## src/rtl/dpram_req_sched.sv

```systemverilog
// dpram_req_sched: per-channel request FIFOs and registered issue stages driving a 64x8 write-first dual-port RAM.
// Optional macro DPRAM_SCHED_COLLISION_EN: serialise same-address cross-port hazards and count them.
module dpram_req_sched #(
  parameter  int unsigned DEPTH = 2,
  localparam int unsigned AW    = 6,
  localparam int unsigned DW    = 8,
  localparam int unsigned CNTW  = 8
) (
  input  logic            clk,
  input  logic            rst_n,
  input  logic            a_valid,
  output logic            a_ready,
  input  logic            a_we,
  input  logic [AW-1:0]   a_addr,
  input  logic [DW-1:0]   a_wdata,
  input  logic            b_valid,
  output logic            b_ready,
  input  logic            b_we,
  input  logic [AW-1:0]   b_addr,
  input  logic [DW-1:0]   b_wdata,
  output logic [AW-1:0]   ram_addr_a,
  output logic [DW-1:0]   ram_data_a,
  output logic            ram_we_a,
  output logic [AW-1:0]   ram_addr_b,
  output logic [DW-1:0]   ram_data_b,
  output logic            ram_we_b,
  output logic            a_rsp_valid,
  output logic            b_rsp_valid,
  output logic [CNTW-1:0] collision_cnt
);

  localparam int unsigned NCH = 2;
  localparam int unsigned PW  = (DEPTH > 2) ? 2 : 1;
  localparam int unsigned CW  = PW + 1;

  typedef struct packed {
    logic          we;
    logic [AW-1:0] addr;
    logic [DW-1:0] wdata;
  } req_t;

  req_t           mem_q    [NCH][DEPTH];
  req_t           in_req   [NCH];
  req_t           head     [NCH];
  logic [PW-1:0]  wr_ptr_q [NCH];
  logic [PW-1:0]  wr_ptr_d [NCH];
  logic [PW-1:0]  rd_ptr_q [NCH];
  logic [PW-1:0]  rd_ptr_d [NCH];
  logic [CW-1:0]  cnt_q    [NCH];
  logic [CW-1:0]  cnt_d    [NCH];
  logic [AW-1:0]  addr_q   [NCH];
  logic [AW-1:0]  addr_d   [NCH];
  logic [DW-1:0]  data_q   [NCH];
  logic [DW-1:0]  data_d   [NCH];
  logic [NCH-1:0] ready_q, ready_d;
  logic [NCH-1:0] we_q, we_d;
  logic [NCH-1:0] iss_q, iss_d;
  logic [NCH-1:0] rsp_q, rsp_d;
  logic [NCH-1:0] push, pop, nonempty;

  // Channel index 0 is A, 1 is B.
  always_comb begin
    in_req[0] = '{we: a_we, addr: a_addr, wdata: a_wdata};
    in_req[1] = '{we: b_we, addr: b_addr, wdata: b_wdata};
    push      = {b_valid & ready_q[1], a_valid & ready_q[0]};
    for (int c = 0; c < NCH; c++) begin
      nonempty[c] = (cnt_q[c] != '0);
      head[c]     = mem_q[c][rd_ptr_q[c]];
    end
  end

`ifdef DPRAM_SCHED_COLLISION_EN
  logic            hazard;
  logic            prio_b_q, prio_b_d;
  logic [CNTW-1:0] coll_q, coll_d;

  // On a hazard only the priority port pops; priority alternates after every hazard.
  always_comb begin
    hazard   = nonempty[0] & nonempty[1] & (head[0].addr == head[1].addr)
             & (head[0].we | head[1].we);
    pop[0]   = nonempty[0] & ~(hazard & prio_b_q);
    pop[1]   = nonempty[1] & ~(hazard & ~prio_b_q);
    prio_b_d = prio_b_q;
    coll_d   = coll_q;
    if (hazard) begin
      prio_b_d = ~prio_b_q;
      if (coll_q != {CNTW{1'b1}}) coll_d = coll_q + CNTW'(1);
    end
  end

  always_ff @(posedge clk) begin
    if (!rst_n) begin
      prio_b_q <= 1'b0;
      coll_q   <= '0;
    end else begin
      prio_b_q <= prio_b_d;
      coll_q   <= coll_d;
    end
  end

  assign collision_cnt = coll_q;
`else
  always_comb pop = nonempty;

  assign collision_cnt = '0;
`endif

  // FIFO bookkeeping and issue-stage next state.
  always_comb begin
    for (int c = 0; c < NCH; c++) begin
      wr_ptr_d[c] = wr_ptr_q[c];
      rd_ptr_d[c] = rd_ptr_q[c];
      addr_d[c]   = addr_q[c];
      data_d[c]   = data_q[c];
      if (push[c]) begin
        wr_ptr_d[c] = (wr_ptr_q[c] == PW'(DEPTH - 1)) ? '0 : wr_ptr_q[c] + PW'(1);
      end
      if (pop[c]) begin
        rd_ptr_d[c] = (rd_ptr_q[c] == PW'(DEPTH - 1)) ? '0 : rd_ptr_q[c] + PW'(1);
        addr_d[c]   = head[c].addr;
        data_d[c]   = head[c].wdata;
      end
      cnt_d[c]   = cnt_q[c] + CW'(push[c]) - CW'(pop[c]);
      ready_d[c] = (cnt_d[c] != CW'(DEPTH));
      we_d[c]    = pop[c] & head[c].we;
      iss_d[c]   = pop[c];
      rsp_d[c]   = iss_q[c];
    end
  end

  always_ff @(posedge clk) begin
    if (!rst_n) begin
      ready_q <= '0;
      we_q    <= '0;
      iss_q   <= '0;
      rsp_q   <= '0;
      for (int c = 0; c < NCH; c++) begin
        wr_ptr_q[c] <= '0;
        rd_ptr_q[c] <= '0;
        cnt_q[c]    <= '0;
        addr_q[c]   <= '0;
        data_q[c]   <= '0;
      end
    end else begin
      ready_q <= ready_d;
      we_q    <= we_d;
      iss_q   <= iss_d;
      rsp_q   <= rsp_d;
      for (int c = 0; c < NCH; c++) begin
        wr_ptr_q[c] <= wr_ptr_d[c];
        rd_ptr_q[c] <= rd_ptr_d[c];
        cnt_q[c]    <= cnt_d[c];
        addr_q[c]   <= addr_d[c];
        data_q[c]   <= data_d[c];
      end
    end
  end

  // Entry storage needs no reset: pointers and occupancy define which entries are live.
  always_ff @(posedge clk) begin
    for (int c = 0; c < NCH; c++) begin
      if (rst_n && push[c]) mem_q[c][wr_ptr_q[c]] <= in_req[c];
    end
  end

  assign a_ready     = ready_q[0];
  assign b_ready     = ready_q[1];
  assign ram_addr_a  = addr_q[0];
  assign ram_data_a  = data_q[0];
  assign ram_we_a    = we_q[0];
  assign ram_addr_b  = addr_q[1];
  assign ram_data_b  = data_q[1];
  assign ram_we_b    = we_q[1];
  assign a_rsp_valid = rsp_q[0];
  assign b_rsp_valid = rsp_q[1];

endmodule

```

## config.mk

```make
export PLATFORM = sky130hd
export DESIGN_NAME = dpram_req_sched
export DESIGN_NICKNAME = d
export VERILOG_FILES = /design/src/rtl/dpram_req_sched.sv
export SDC_FILE = /design/constraint.sdc
export NUM_CORES = 1
export LEC_CHECK = 0
export BUFFER_PORTS_ARGS = -buffer_cell sky130_fd_sc_hd__buf_2
export CAP_MARGIN = 20
export CORE_ASPECT_RATIO = 1.5
export CORE_MARGIN = 2
export CORE_UTILIZATION = 48
export DETAILED_ROUTE_END_ITERATION = 8
export GPL_ROUTABILITY_DRIVEN = 0
export PLACE_DENSITY = 0.72
export SETUP_SLACK_MARGIN = 0.5
export SLEW_MARGIN = 40
export SYNTH_ARGS = -nofsm -noshare
export SYNTH_HDL_FRONTEND = slang
export SYNTH_SLANG_ARGS = --single-unit
```

## constraint.sdc

```tcl
create_clock -name clk -period 2.2 [get_ports clk]
set_clock_uncertainty 0.05 [all_clocks]
set_input_delay 0 -clock clk [delete_from_list [all_inputs] [get_ports clk]]
set_output_delay 0 -clock clk [all_outputs]
set_load 0.005 [all_outputs]
```

==> impl_metrics.toml, run 1 <==
[status]
status = "finished, final reports clean"

[sta]
holdWs_ps = 319
tns_ps = 0
min_period_over_period = 0.705
tightest_slew_ps = 710
slew_viol_final = 0
relSlewSlack = 0.527
finalHoldViolCount = 0
layout_min_cycle_time_ps = 1550
grt_setup_unrepaired = "false"
setup_viol = 0
fmax_ghz = 0.645

[floorplanning]
rows = 38
io_pins = 76
die-area_mm2 = 0.00833
core_area_mm2 = 0.00732
fp.dieW_um = 75.2
start_util = 0.498
die_y_um = 111

[synth]
synthDominantCellAreaShare = 0.494
synth_top_family_by_area = "multiplexers"
ys_warn_count = 0
yosys.area.top_type = "edfxtp_1"
synth_adder_area_share = 0
synthDistinctLibCells = 21
ys_seq_elements = 104
synth_compound_area_frac = 0.0768
synth_ff_type = "edfxtp_1"
synth_area_per_cell_um2 = 16.2
synth-edff-count = 60
synthMuxAreaShare = 0.0823
yosys.area_share.simple = 0.0405
seq_area_frac_synth = 0.735
synth_common_cells = "60 x edfxtp_1, 44 x dfxtp_1, 30 x mux2i_1"
syn_inst = 225
synthArstFlopShare = 0
synth_area_mm2 = 0.00365
synth_area_leaders = "edfxtp_1 49%, dfxtp_1 24%, mux2i_1 8.2%, o2bb2ai_1 6.7%, buf_4 2.5%"
synth.most_common_cell = "edfxtp_1"
synth_xor_xnor_area_share = 0.0192

[setup_path]
ff2ff_setup_slack_ps = 740
cp-end-kind = "flip-flop"
crit_chain = "dlygate4sd3_1, buf_2, and4_1"
critical_path.max_fanout = 20
cp_slowest_stage_delay_ps = 700
crit_type = "in2reg"
crit_buf_inv = 2
r2r_start = "wr_ptr_q[0][1]"
crit_family = "buffers and inverters"
critPathLaunchType = "primary input"
crit_required_ps = 2130
slowest_stage = "and4_1"
worst_ep_arrival_time_ps = 1490
reg2reg_depth = 1
r2r-end = "mem_q[0][36]"

[clocking]
clock-sinks = 104
root_buffer = "clkbuf_8"
clock_latency_ps = 350
clkTransAtPathRegs_ps = 100
cts.htree.levels = 3
clockBufferDepth = 2
cts_buffers = 9
cts_tree = "done"

[hold_path]
hp-start = "a_addr[1]"
hold_path_depth = 2
min_to = "mem_q[0][24]"
hold_class = "in2reg"

[global_routing]
grtUsageTotal = 0.162
grt-ovfl-total = 0
antenna_found_initial = 0
grt_max_degree = 21
grt_pass1_wl_um = 10200
grt_pass1_vias = 2232

[power_and_ir_drop]
powerDensity_mw_per_mm2 = 792
power.net_switching_uw = 762
combPwrFrac = 0.065
leakage_uw = 0.00176
p_int_uw = 2890
seqPwrFrac = 0.584
ir_drop_mv = 0.525
p_sw_frac = 0.209
pwr-share-clk = 0.352

[cells_and_area]
drive_above_1_share = 0.271
final_nets = 365
fillCellCount = 577
area_growth_pct = 26.3
fin_area_mm2 = 0.00461
diodes = 0

[drt]
dr.pass1.iters = 4
vias_per_cell = 4.82
drtIter0Drc = 114
routed_wl_um = 6290
drc = 0
vias = 2100
wire_per_inst_um = 14.4
ant_nets = 0

[place]
numPortBuffers = 67
dpl_cell_area_mm2 = 0.00403
dp_hpwl_um = 3980

[flow_run]
drv_cap = 0
==> power by group through the flow <==
stage / Clock, µW / Sequential (µW) / Combinational (µW)
after floorplan: 0 / 2170 / 129
after global placement: 0 / 2170 / 188
after detailed placement: 0 / 2170 / 194
after CTS: 1310 / 2130 / 240
after global routing: 1410 / 2140 / 262
final: 1280 / 2130 / 237
==> cell type report <==
cell class	count	area, µm²	share of cell area
Clock buffer	9	124	0.0269
Clock inverter	7	100	0.0217
Inverter	2	7.51	0.00163
Multi-Input combinational cell	106	838	0.182
Sequential cell	104	2680	0.582
Tap cell	100	125	0.0272
Timing Repair Buffer	108	731	0.159
==> worst max path at each step <==
| stage | endpoint | cells after the start | start |
|---|---|---|---|
| finish | mem_q[0][36] | 3 | rst_n |
| global route | mem_q[0][34] | 3 | rst_n |
| CTS | mem_q[0][35] | 3 | rst_n |
| detailed placement | mem_q[0][33] | 1 | wr_ptr_q[0][1] |
| global placement | mem_q[0][33] | 1 | wr_ptr_q[0][1] |
| floorplan | mem_q[0][15] | 2 | ready_q[0] |
==> placed cells by master (no fill, tap or decap) <==
cell type,n
edfxtp_1,60
and2_1,10
mux2i_1,30
bufinv_16,2
clkbuf_8,9
xnor2_1,8
a21boi_0,2
nor3b_2,2
inv_1,2
nor2_1,6
and2b_1,2
buf_2,67
conb_1,8
and4_1,2
clkinv_4,1
o2bb2ai_1,28
dfxtp_1,44
o21ai_1,2
buf_4,6
clkinv_2,1
inv_6,3
dlygate4sd3_1,35
nand2_1,4
a21oi_1,2
==> flip-flops by register name (all words and copies together) (netlist names), 4 cells and up <==
name / flops
addr_q: 12
data_q: 16
mem_q: 60
cnt_q: 4
==> logic make-up after synthesis <==
kind of cell | count (synthesis)
AND/OR/NAND/NOR | 26
other | 1
flip-flops | 104
multiplexers | 30
AO/OA/AOI/OAI | 34
XOR/XNOR | 8
buffers and inverters | 22
==> routing by layer <==
| layer | vias to the layer above | global-route usage | share of wire |
|---|---|---|---|
| li1 | 1027 | - | - |
| met1 | 1004 | 0.183 | 0.41 |
| met2 | 60 | 0.289 | 0.54 |
| met3 | 9 | 0.0282 | 0.035 |
| met4 | 0 | 0.0667 | 0.015 |
| met5 | - | 0 | 0 |
==> timing repair <==
item | 4_1_cts | 5_1_grt
buffers inserted | 0 | 0
gates resized for setup | 0 | 0
hold buffers | 35 | 0
endpoints found under the hold margin | 72 | 0
==> metrics by stage <==
stage	total power (µW)	utilization	instances	setup WS, ps
finish	3650	0.629	436	649
global route	3800	0.629	436	531
CTS	3680	0.629	436	632
detailed placement	2370	0.551	385	721
global placement	2360	0.551	385	764
floorplan	2300	-	232	550
No activity file was read; power rests on OpenSTA's default activity.
==> run 2, diff against run 1 <==
--- a/config.mk
+++ b/config.mk
@@ -5,14 +5,15 @@
 export SDC_FILE = /design/constraint.sdc
 export NUM_CORES = 1
 export LEC_CHECK = 0
+export ABC_AREA = 1
 export BUFFER_PORTS_ARGS = -buffer_cell sky130_fd_sc_hd__buf_2
 export CAP_MARGIN = 20
 export CORE_ASPECT_RATIO = 1.5
 export CORE_MARGIN = 2
-export CORE_UTILIZATION = 48
+export CORE_UTILIZATION = 54
 export DETAILED_ROUTE_END_ITERATION = 8
 export GPL_ROUTABILITY_DRIVEN = 0
-export PLACE_DENSITY = 0.72
+export PLACE_DENSITY = 0.76
 export SETUP_SLACK_MARGIN = 0.5
 export SLEW_MARGIN = 40
 export SYNTH_ARGS = -nofsm -noshare
==> constraint.sdc (replaced) <==
create_clock -name clk -period 1.5 [get_ports clk]
set_clock_uncertainty 0.05 [all_clocks]
set_input_delay 0 -clock clk [delete_from_list [all_inputs] [get_ports clk]]
set_output_delay 0 -clock clk [all_outputs]
set_load 0.005 [all_outputs]
==> run 2 against run 1 <==
  * The flow now finishes with violations (negative hold slack)
  * Cell count grew 32%
  * Non-clock buffer count grew 21
  * Design area up 14%
  * Highest routed layer unchanged
==> impl_metrics.toml, run 2 <==
[setup_path]
cp-end-kind = "flip-flop"
crit_required_ps = 1530
crit_type = "reg2reg"
critPathLaunchType = "flip-flop"
crit_chain = "nand2_4, inv_4, nand2_4, nor2_4, buf_12"
cp_common_cell = "nand2_4"
slowest_stage = "dfxtp_2"
r2r_start = "ready_q[0]"
cp_slowest_stage_delay_ps = 370
critical_path.max_fanout = 10
critPathLaunch = "ready_q[0]"
worst_ep_arrival_time_ps = 1200

[sta]
finalHoldViolCount = 1
min_period_over_period = 0.786
layout_min_cycle_time_ps = 1180
slew_viol_final = 0
setup_viol = 0
grt_setup_unrepaired = "true"
holdWs_ps = -3.62
fmax_ghz = 0.848
tns_ps = 0

[drt]
wire_per_inst_um = 13.2
drc = 0
routed_wl_um = 7590
vias = 2709
drtIter0Drc = 204
ant_nets = 0
vias_per_cell = 4.72
dr.pass1.iters = 4

[clocking]
clockBufferDepth = 2
cts_tree = "done"
clock_latency_ps = 360
clock-sinks = 104
cts_buffers = 9
clkTransAtPathRegs_ps = 90
cts.htree.levels = 3
root_buffer = "clkbuf_8"

[synth]
ys_seq_elements = 104
yosys.area_share.simple = 0.239
synth_compound_area_frac = 0.00768
synth.most_common_cell = "nand2_1"
synthArstFlopShare = 0
synth_area_per_cell_um2 = 10.7
yosys.area.top_type = "edfxtp_1"
syn_inst = 365
synth-edff-count = 60
synth_area_mm2 = 0.00391
synth_area_leaders = "edfxtp_1 46%, dfxtp_1 23%, nand2_1 15%, nand3_1 3.8%, nand2_2 2.9%"
synthMuxAreaShare = 0
synth_common_cells = "154 x nand2_1, 60 x edfxtp_1, 44 x dfxtp_1"
synth_adder_area_share = 0
synth_top_family_by_area = "simple AND/OR/NAND/NOR gates"
ys_warn_count = 0
seq_area_frac_synth = 0.686
synthDistinctLibCells = 19
synth_xor_xnor_area_share = 0
synthDominantCellAreaShare = 0.461
synth_ff_type = "edfxtp_1"

[cells_and_area]
fin_area_mm2 = 0.00524
final_nets = 523
diodes = 0
final_common_cell = "nand2_1"
layout_common_cells = "133 x nand2_1, 69 x buf_2, 60 x edfxtp_1"
fin_util = 0.735
drive_above_1_share = 0.370
area_growth_pct = 34.1
largest_reg_flops = 60

[global_routing]
grt_pass1_wl_um = 11700
grtUsageTotal = 0.200
grt_pass1_vias = 2584
grt-ovfl-total = 0
grt_max_degree = 35
antenna_found_initial = 0

[floorplanning]
start_util = 0.548
fp.dieW_um = 73.5
core_area_mm2 = 0.00713
io_pins = 76
die-area_mm2 = 0.00795
die_y_um = 108
rows = 38

[power_and_ir_drop]
leakage_uw = 0.00243
powerDensity_mw_per_mm2 = 997
ir_drop_mv = 0.832

[flow_run]
drv_cap = 0

[hold_path]
hold_class = "in2reg"
hp-start = "b_valid"

[place]
numPortBuffers = 67
dp_hpwl_um = 4470
dpl_cell_area_mm2 = 0.00428

[status]
status = "finished, violations left"
violations = "negative hold slack"
run 2: stage by stage:
stage	total power [µW]	cells	worst slack, ps	hold slack [ps]
4_1_cts	5250	571	320	-88.1
2_1_floorplan	3450	372	251	48.9
5_1_grt	5460	574	281	4.05
3_3_place_gp	3540	501	187	138
6_report	5230	574	321	-3.62
3_5_place_dp	3550	501	124	141
run 2: worst paths after layout:
check,depth (start not counted),end,slack (ps)
worst max-delay path,5,mem_q[0][25],320
worst max register to register,5,mem_q[0][25],320
worst min register to register,2,rsp_q[1],370
worst min-delay path,5,wr_ptr_q[0][1],-4
run 2: worst max-delay path, delay by kind of cell (launching register included):
| family | cells | cell delay, ps |
|---|---|---|
| buf+inv | 2 | 220 |
| simple gates | 3 | 260 |
| flops | 1 | 370 |
run 2: final cells by class:
class / instances / area (µm²)
multi-input cells: 228 / 1140
well taps: 80 / 100
clock inverters: 3 / 16.3
clock buffers: 13 / 159
fillers: 493 / 1890
flip-flops and latches: 104 / 2700
repair buffers: 129 / 1050
inverters: 17 / 76.3
run 2: cell families (layout without fill, tap and decap cells):
family	after synthesis	after routing
flip-flops	104	104
AO/OA/AOI/OAI	6	6
buffers and inverters	40	162
AND/OR/NAND/NOR	214	214
other	1	8
run 2: per-layer routing:
| metal | up-vias | global-route usage | routed length, µm |
|---|---|---|---|
| li1 | 1407 | - | - |
| met1 | 1238 | 0.209 | 2840 |
| met2 | 56 | 0.377 | 4410 |
| met3 | 8 | 0.0438 | 247 |
| met4 | 0 | 0.0779 | 97 |
| met5 | - | 0 | 0 |
run 2: power by group:
group          internal (µW)  switching (µW)  total (µW)  leakage, µW
clock network            692             873        1570    0.0000937
registers               3100            41.8        3140     0.000909
logic                    249             271         520      0.00143
total                   4040            1190        5230      0.00243
run 2: what timing repair did:
action | CTS | global route
resized for setup | 37 | 22
hold buffers | 31 | 0
endpoints found under the setup margin | 94 | 96
pin swaps | 7 | 12
buffers inserted | 20 | 2
endpoints found under the hold margin | 66 | 0
gates cloned | 3 | 1
==> run 3, diff against run 2 <==
--- a/config.mk
+++ b/config.mk
@@ -5,15 +5,15 @@
 export SDC_FILE = /design/constraint.sdc
 export NUM_CORES = 1
 export LEC_CHECK = 0
-export ABC_AREA = 1
+export ABC_AREA = 0
 export BUFFER_PORTS_ARGS = -buffer_cell sky130_fd_sc_hd__buf_2
 export CAP_MARGIN = 20
 export CORE_ASPECT_RATIO = 1.5
 export CORE_MARGIN = 2
-export CORE_UTILIZATION = 54
+export CORE_UTILIZATION = 48
 export DETAILED_ROUTE_END_ITERATION = 8
 export GPL_ROUTABILITY_DRIVEN = 0
-export PLACE_DENSITY = 0.76
+export PLACE_DENSITY = 0.72
 export SETUP_SLACK_MARGIN = 0.5
 export SLEW_MARGIN = 40
 export SYNTH_ARGS = -nofsm -noshare
==> constraint.sdc (replaced) <==
create_clock -name clk -period 0.97 [get_ports clk]
set_clock_uncertainty 0.05 [all_clocks]
set_input_delay 0 -clock clk [delete_from_list [all_inputs] [get_ports clk]]
set_output_delay 0 -clock clk [all_outputs]
set_load 0.005 [all_outputs]
==> run 3 against run 2 <==
  * The flow finishes with violations (negative hold slack, negative setup slack)
  * Clock power is 68% higher
  * Fmax is 2.1% higher
  * Worst hold slack worse by 220 ps
  * Clock-buffer cell count is 3 lower
  * Register-to-register slack worse by 510 ps
  * Critical path depth is 2 lower
  * Utilization is 0.26 points higher
  * Design area is 3.0% higher
  * Worst setup slack worse by 510 ps
  * Via count is 15% lower
  * Combinational power is 60% higher
  * Critical path type unchanged
  * Largest cell class unchanged
  * Largest power group unchanged
==> impl_metrics.toml, run 3 (synthesized netlist as in run 1, its figures left out) <==
[clocking]
root_buffer = "clkbuf_8"
cts_buffers = 9
cts.htree.levels = 3
clockBufferDepth = 2
clkTransAtPathRegs_ps = 90
clock-sinks = 104
cts_tree = "done"
clock_latency_ps = 350

[floorplanning]
start_util = 0.498
die-area_mm2 = 0.00833
rows = 38
die_y_um = 111
fp.dieW_um = 75.2
io_pins = 76
core_area_mm2 = 0.00732

[sta]
fin_ws_ps = -184
min_period_over_period = 1.19
fmax_ghz = 0.867
finalHoldViolCount = 65
holdWs_ps = -222
grt_setup_unrepaired = "true"
slew_viol_final = 0
layout_min_cycle_time_ps = 1150
setup_viol = 97

[drt]
drtIter0Drc = 114
routed_wl_um = 8090
wire_per_inst_um = 17.5
ant_nets = 0
drc = 0
dr.pass1.iters = 4
vias_per_cell = 4.97
vias = 2292

[power_and_ir_drop]
power.total_uw = 8320
pwr-share-clk = 0.317
ir_drop_mv = 1.16
leakage_uw = 0.00211
powerDensity_mw_per_mm2 = 1540
seqPwrFrac = 0.584
p_int_uw = 6450
combPwrFrac = 0.100
p_sw_frac = 0.225
power.net_switching_uw = 1870

[cells_and_area]
diodes = 0
layout_common_cells = "60 x edfxtp_1, 56 x buf_2, 41 x buf_4"
final_nets = 390
multi_input_area_mm2 = 0.00122
drive_above_1_share = 0.693
regArea_mm2 = 0.00275
final_common_cell = "edfxtp_1"
fin_area_mm2 = 0.00540
fillCellCount = 464
area_growth_pct = 48.1
fin_util = 0.738
largest_reg_flops = 60

[setup_path]
crit_type = "reg2reg"
cp-end-kind = "flip-flop"
critical_path.max_fanout = 15
worst_ep_arrival_time_ps = 1170
critPathLaunchType = "flip-flop"
crit_required_ps = 990

[status]
violations = "negative hold slack, negative setup slack"
status = "finished, violations left"

[place]
dpl_cell_area_mm2 = 0.00431
numPortBuffers = 67
pre_cts_ws_ps = -236
dp_hpwl_um = 4110

[global_routing]
grt-ovfl-total = 0
grt_pass1_wl_um = 11500
antenna_found_initial = 0
grtUsageTotal = 0.188
grt_max_degree = 18
grt_pass1_vias = 2332

[flow_run]
drv_cap = 0

[hold_path]
hold_class = "in2reg"
-- run 3: area by class of cell --
type | count | area share
flip-flops and latches | 104 | 0.509
inverters | 2 | 0.00139
repair buffers | 132 | 0.204
well taps | 100 | 0.0232
clock buffers | 10 | 0.0236
multi-input cells | 107 | 0.226
clock inverters | 6 | 0.0127
-- run 3: layer usage --
metal	up-vias	track usage	wire, µm
met5	-	0	0
met4	0	0.0971	264
met3	22	0.0355	298
met2	76	0.339	4570
met1	1113	0.196	2960
li1	1081	-	-
-- run 3: through the flow --
stage | std cells | TNS, ps
detailed placement | 403 | -13560
floorplan | 232 | -20030
global placement | 403 | -11940
finish | 461 | -12160
global route | 461 | -15630
CTS | 449 | -12080
-- run 3: power groups by stage --
stage,clock network (µW),logic (µW),registers [µW]
6_report,2640,831,4860
4_1_cts,2660,747,4850
3_5_place_dp,0,538,4930
5_1_grt,2840,888,4870
3_3_place_gp,0,528,4930
2_1_floorplan,0,319,4940
-- run 3: critical path, stage by stage (launching register included) --
cell     delay, ps
dfxtp_4        370
nand2_4         60
nor3b_4        200
buf_12         180
-- run 3: repair_timing --
action | CTS | global route
gates cloned | 6 | 0
buffers inserted | 24 | 12
hold endpoints to repair | 65 | 65
resized for setup | 109 | 29
setup endpoints to repair | 138 | 138
pin swaps | 21 | 4
-- run 3: worst paths after layout --
kind,from,endpoint,slack (ps),cells past startpoint
hold / removal,b_addr[5],mem_q[0][58],-220,1
setup / recovery,ready_q[1],mem_q[0][51],-180,3
setup reg to reg,ready_q[1],mem_q[0][51],-180,3
hold reg to reg,iss_q[1],rsp_q[1],390,1
